File: src/rtl/matrix_line_ram.sv
// N x N element store: single-element writes, full row/column reads with an
// optional upper-triangular mask, a row-per-cycle bulk clear and error strobes.
module matrix_line_ram #(
    parameter int unsigned DATA_W = 19,
    parameter int unsigned N      = 8,
    parameter int unsigned IDX_W  = 3
) (
    input  logic                CK,
    input  logic                RST_N,
    input  logic                CLR,
    output logic                BUSY,
    input  logic                WE,
    input  logic [IDX_W-1:0]    W_ROW,
    input  logic [IDX_W-1:0]    W_COL,
    input  logic [DATA_W-1:0]   D,
    input  logic                RE,
    input  logic [IDX_W-1:0]    R_IDX,
    input  logic                R_COL,
    input  logic                TRI_MASK,
    output logic [N*DATA_W-1:0] Q,
    output logic                Q_VALID,
    output logic                Q_ERR
);

    localparam int unsigned LINE_W = N * DATA_W;

    typedef enum logic {
        ST_IDLE  = 1'b0,
        ST_CLEAR = 1'b1
    } state_e;

    state_e              state_q;
    logic [IDX_W-1:0]    clr_cnt_q;
    logic                busy_q;
    logic [LINE_W-1:0]   q_q;
    logic                q_valid_q;
    logic                q_err_q;

    logic [DATA_W-1:0]   mem_q [N][N];

    logic                idle_c;
    logic                wr_ok_c;
    logic                rd_acc_c;
    logic                rd_ok_c;
    logic [IDX_W-1:0]    rd_idx_safe_c;
    logic [LINE_W-1:0]   line_c;

    // Request qualification: CLR pre-empts writes/reads, bad indices never touch memory
    always_comb begin
        idle_c        = (state_q == ST_IDLE);
        wr_ok_c       = idle_c && WE && !CLR
                        && (32'(W_ROW) < N) && (32'(W_COL) < N);
        rd_acc_c      = idle_c && RE && !CLR;
        rd_ok_c       = (32'(R_IDX) < N);
        rd_idx_safe_c = rd_ok_c ? R_IDX : '0;
    end

    // Gather the requested row or column, masking below-diagonal sources when asked
    always_comb begin
        logic [IDX_W-1:0] src_r;
        logic [IDX_W-1:0] src_c;
        line_c = '0;
        src_r  = '0;
        src_c  = '0;
        for (int i = 0; i < N; i++) begin
            src_r = R_COL ? IDX_W'(i) : rd_idx_safe_c;
            src_c = R_COL ? rd_idx_safe_c : IDX_W'(i);
            if (rd_ok_c && !(TRI_MASK && (src_r > src_c))) begin
                line_c[DATA_W*i +: DATA_W] = mem_q[src_r][src_c];
            end
        end
    end

    // Element storage (not reset): one row zeroed per clear cycle, else single writes
    always_ff @(posedge CK) begin
        if (state_q == ST_CLEAR) begin
            for (int c = 0; c < N; c++) begin
                mem_q[clr_cnt_q][c] <= '0;
            end
        end else if (wr_ok_c) begin
            mem_q[W_ROW][W_COL] <= D;
        end
    end

    // Control FSM with registered read line, strobes and busy flag
    always_ff @(posedge CK or negedge RST_N) begin
        if (!RST_N) begin
            state_q   <= ST_IDLE;
            clr_cnt_q <= '0;
            busy_q    <= 1'b0;
            q_q       <= '0;
            q_valid_q <= 1'b0;
            q_err_q   <= 1'b0;
        end else begin
            q_valid_q <= 1'b0;
            q_err_q   <= 1'b0;
            case (state_q)
                ST_IDLE: begin
                    if (CLR) begin
                        state_q   <= ST_CLEAR;
                        clr_cnt_q <= '0;
                        busy_q    <= 1'b1;
                    end else if (rd_acc_c) begin
                        q_q       <= line_c;
                        q_valid_q <= 1'b1;
                        q_err_q   <= !rd_ok_c;
                    end
                end
                ST_CLEAR: begin
                    if (clr_cnt_q == IDX_W'(N - 1)) begin
                        state_q   <= ST_IDLE;
                        clr_cnt_q <= '0;
                        busy_q    <= 1'b0;
                    end else begin
                        clr_cnt_q <= clr_cnt_q + IDX_W'(1);
                    end
                end
                default: begin
                    state_q   <= ST_IDLE;
                    clr_cnt_q <= '0;
                    busy_q    <= 1'b0;
                end
            endcase
        end
    end

    assign BUSY    = busy_q;
    assign Q       = q_q;
    assign Q_VALID = q_valid_q;
    assign Q_ERR   = q_err_q;

endmodule

File: config.mk
export PLATFORM = sky130hd
export DESIGN_NAME = matrix_line_ram
export DESIGN_NICKNAME = d
export VERILOG_FILES = /design/src/rtl/matrix_line_ram.sv
export SDC_FILE = /design/constraint.sdc
export NUM_CORES = 2
export LEC_CHECK = 0
export BUFFER_PORTS_ARGS = -buffer_cell sky130_fd_sc_hd__buf_2
export CAP_MARGIN = 20
export CELL_PAD_IN_SITES_DETAIL_PLACEMENT = 1
export CELL_PAD_IN_SITES_GLOBAL_PLACEMENT = 2
export CORE_AREA = 3 3 437 439
export DETAILED_ROUTE_END_ITERATION = 7
export DIE_AREA = 0 0 440 442
export PLACE_DENSITY = 0.72
export SYNTH_ARGS = -nofsm -noshare
export SYNTH_HDL_FRONTEND = slang
export SYNTH_SLANG_ARGS = --single-unit
File: constraint.sdc
create_clock -name CK -period 2.9 [get_ports CK]
set_input_delay 0.58 -clock CK [delete_from_list [all_inputs] [get_ports CK]]
set_output_delay 0.58 -clock CK [all_outputs]
set_load 0.005 [all_outputs]
==> impl_metrics.env <==
export IMPL_synth_async_sr_flop_share_pct=11.5
export IMPL_core_um2=188000
export IMPL_switching_share_pct=35.6
export IMPL_cts_buffers=160
export IMPL_critical_path_endpoint="Q[67]"
export IMPL_worstPathCellList="buf_8 -> buf_12 -> nand2b_1 -> a2bb2oi_1 -> o22ai_1 -> a221oi_1 -> o21ai_0 -> a21oi_1"
export IMPL_final_cell_mix="edfxtp_1 (1,216), nand2_1 (646), buf_4 (582), o21ai_0 (368), mux2i_1 (342)"
export IMPL_cts_sinks=1374
export IMPL_finalInstanceArea_um2=81600
export IMPL_reg2reg_slack_ns=0.20
export IMPL_track_usage_pct=37.6
export IMPL_cts_max_level=4
export IMPL_hpwlAfterDp_um=258000
export IMPL_cts_tree="done"
export IMPL_die_y_um=442
export IMPL_synth_edf_count=1216
export IMPL_wl_um=374000
export IMPL_ys_ff_latch=1374
export IMPL_cts_root_buf="clkbuf_16"
export IMPL_initial_core_util_pct=34.8
export IMPL_slew_viol_final=0
export IMPL_syn_nets=5133
export IMPL_crit_family="compound AO/OA/AOI/OAI gates"
export IMPL_finalNetCount=5840
export IMPL_ios=190
export IMPL_rr_endpoint="Q[77]"
export IMPL_rsz0062_at_grt="no"
export IMPL_slew_headroom_pct=29.3
export IMPL_worstSetupEndpointType="register"
export IMPL_synth_distinct_cells=79
export IMPL_crit_cells=8
export IMPL_ant_nets=0
export IMPL_area_growth_synth_to_final_pct=24.9
export IMPL_io_buffer_count=188
export IMPL_critPathSlowestCell="nand2b_1"
export IMPL_chipWidth_um=440
export IMPL_r2r_cells=9
export IMPL_p_sw_mw=25.1
export IMPL_via_count=56775
export IMPL_final_instance_count_excl_fill=8444
export IMPL_peakVddDrop_mv=1.32
export IMPL_status="finished, final reports clean"
export IMPL_path_clk_slew_ns=0.05
export IMPL_netlist_area_um2=65300
export IMPL_drc_errors=0
export IMPL_worst_setup_path_type="input port to register"
export IMPL_dr_pass1_iters=6
export IMPL_dieArea_um2=194000
export IMPL_fin_crit_ns=2.84
export IMPL_rows=159
export IMPL_cts_setup_buffers=0
export IMPL_seqPwrFrac_pct=43.2
export IMPL_final_common_cell="edfxtp_1"
export IMPL_place_gp_congestion=0.999
export IMPL_max_cap_violations=0
export IMPL_synthFlopType="edfxtp_1"
export IMPL_leakagePower_nw=30.1
export IMPL_tightest_slew_ns=1.03
export IMPL_grt_pass1_vias=56445
export IMPL_clock_latency_ns=0.81
export IMPL_fmax_mhz=353
export IMPL_syn_inst=5096
export IMPL_synth_area_leaders="edfxtp_1 (56%), dfrtp_1 (6.1%), mux2i_1 (5.2%)"
export IMPL_min_period_over_period_pct=97.8
export IMPL_hold_depth=2
export IMPL_placed_area_um2=76500
export IMPL_drive_gt1_share_pct=26.7
export IMPL_pwr_share_clk_pct=28.9
export IMPL_cp_data_required_time_ns=3.62
export IMPL_path_buf_inv=2
export IMPL_crit_arrival_ns=3.56
export IMPL_synth_top_area_cell="edfxtp_1"
export IMPL_fin_tns_setup_ns=0
export IMPL_grt_antenna_before_repair=27
export IMPL_setup_viol=0
export IMPL_hold_class="input port to register"
export IMPL_p_comb_share_pct=28.0
export IMPL_ys_warn_count=0
export IMPL_cp_slowest_stage_delay_ns=0.75
export IMPL_p_int_mw=45.3
export IMPL_synth_area_per_cell_um2=12.8
export IMPL_yosysTopAreaCellShare_pct=55.9
export IMPL_reg2reg_from="state_q"
export IMPL_drt_initial_drc_count=9001
export IMPL_dp_cells=8135
export IMPL_startpoint="R_IDX[1]"
export IMPL_final_hold_viol_count=0
export IMPL_ys_seq_area_share_pct=61.9
export IMPL_skew_ns=0.0209
export IMPL_crit_fanout=25
export IMPL_vias_per_cell=6.72
export IMPL_cts_max_path_buffers=3
export IMPL_cp_start_kind="input port"
export IMPL_gr_total_overflow=0
export IMPL_drt_wirelength_per_cell_um=44.4
export IMPL_power_density_nw_per_um2=862
export IMPL_grt_first_pass_wirelength_um=498000
export IMPL_grt_max_degree=99
[area by class of cell]
class / count / area [um2]
inverters: 17 / 81.3
flip-flops and latches: 1374 / 40500
fillers: 19281 / 106000
clock inverters: 71 / 587
repair buffers: 983 / 9610
multi-input cells: 3267 / 23200
diodes: 11 / 27.5
clock buffers: 226 / 4530
well taps: 2495 / 3120
[what timing repair did]
| action | 4_1_cts | 5_1_grt |
|---|---|---|
| setup endpoints to repair | 1 | 1 |
| resized for setup | 1 | 1 |
| hold buffers | 1 | 0 |
| endpoints found under the hold margin | 37 | 0 |
[logic make-up after synthesis]
logic type	synth area share [%]
multiplexers	11.8
flip-flops	61.9
other	0.00574
buffers and inverters	3.28
adder cells (fa/ha/maj)	0.0383
AO/OA/AOI/OAI	14.9
AND/OR/NAND/NOR	8.09
[Yosys cell counts, drive strengths merged (12+ instances only)]
cell	count
mux2	86
and2	13
a22o	36
o31ai	14
a31oi	72
a32o	48
and3	38
a2bb2oi	12
inv	14
nand2b	30
nand4	13
o22ai	114
a21o	19
buf	253
nor3	44
o2111ai	28
nand3	121
mux4	146
nor2	245
a22oi	36
a21oi	276
mux2i	342
nand2	652
edfxtp	1216
dfrtp	158
nor2b	39
clkbuf	185
a211oi	66
a2111oi	19
o21a	24
o21ai	373
o221ai	95
a221oi	47
o32ai	13
o211ai	63
[state kept, by name (all words and copies together) (netlist names)]
| register | flops |
|---|---|
| mem_q | 1216 |
| Q_VALID | 1 |
| BUSY | 1 |
| state_q | 1 |
| Q | 152 |
| clr_cnt_q | 3 |
[through the flow]
step / worst slack (ns) / hold WS, ns / total power [mW] / utilization, %
4_1_cts: 0.0652 / 0.0104 / 69.9 / 43.5
5_1_grt: 0.156 / 0.0496 / 71.9 / 43.5
3_5_place_dp: -0.631 / 0.452 / 49.9 / 40.8
2_1_floorplan: 0.0347 / 0.284 / 36.4 / -
6_report: 0.0634 / 0.0386 / 70.4 / 43.5
3_3_place_gp: -0.617 / 0.447 / 49.5 / 40.8
[worst min-delay path by stage]
stage / start / endpoint / slack [ns]
2_1_floorplan: RST_N / BUSY / 0.28
3_3_place_gp: Q[140] / Q[140] / 0.45
3_5_place_dp: Q[58] / Q[58] / 0.45
4_1_cts: CLR / clr_cnt_q[2] / 0.01
5_1_grt: CLR / clr_cnt_q[2] / 0.05
6_report: CLR / clr_cnt_q[2] / 0.04
[layer usage]
| layer | vias to the layer above | part of all wire (%) | wire [um] | track usage, % |
|---|---|---|---|---|
| met2 | 4412 | 45 | 167000 | 57.9 |
| met1 | 29667 | 35 | 132000 | 46.2 |
| li1 | 21448 | - | - | - |
| met5 | - | 0.011 | 41 | 0 |
| met4 | 6 | 9.5 | 35600 | 28.8 |
| met3 | 1242 | 10 | 39100 | 8.05 |
[worst reg2reg max path, stage by stage, from the launching register on]
cell and delay, ns:
dfrtp_1 0.39, nor2_2 0.25, buf_4 0.23, nand2_4 0.09, clkinvlp_4 0.27, buf_4 0.32
nand2_1 0.28, buf_4 0.31, a211oi_1 0.32, a22o_1 0.18
[power groups by stage]
stage	Sequential, mW	Clock (mW)	Combinational, mW
after floorplan	29.2	0	7.19
after global placement	30.5	0	19.0
after detailed placement	30.7	0	19.2
after CTS	30.3	20.4	19.2
after global routing	30.7	21.2	19.9
final	30.4	20.3	19.7
Power figures use the tool's default switching activity.
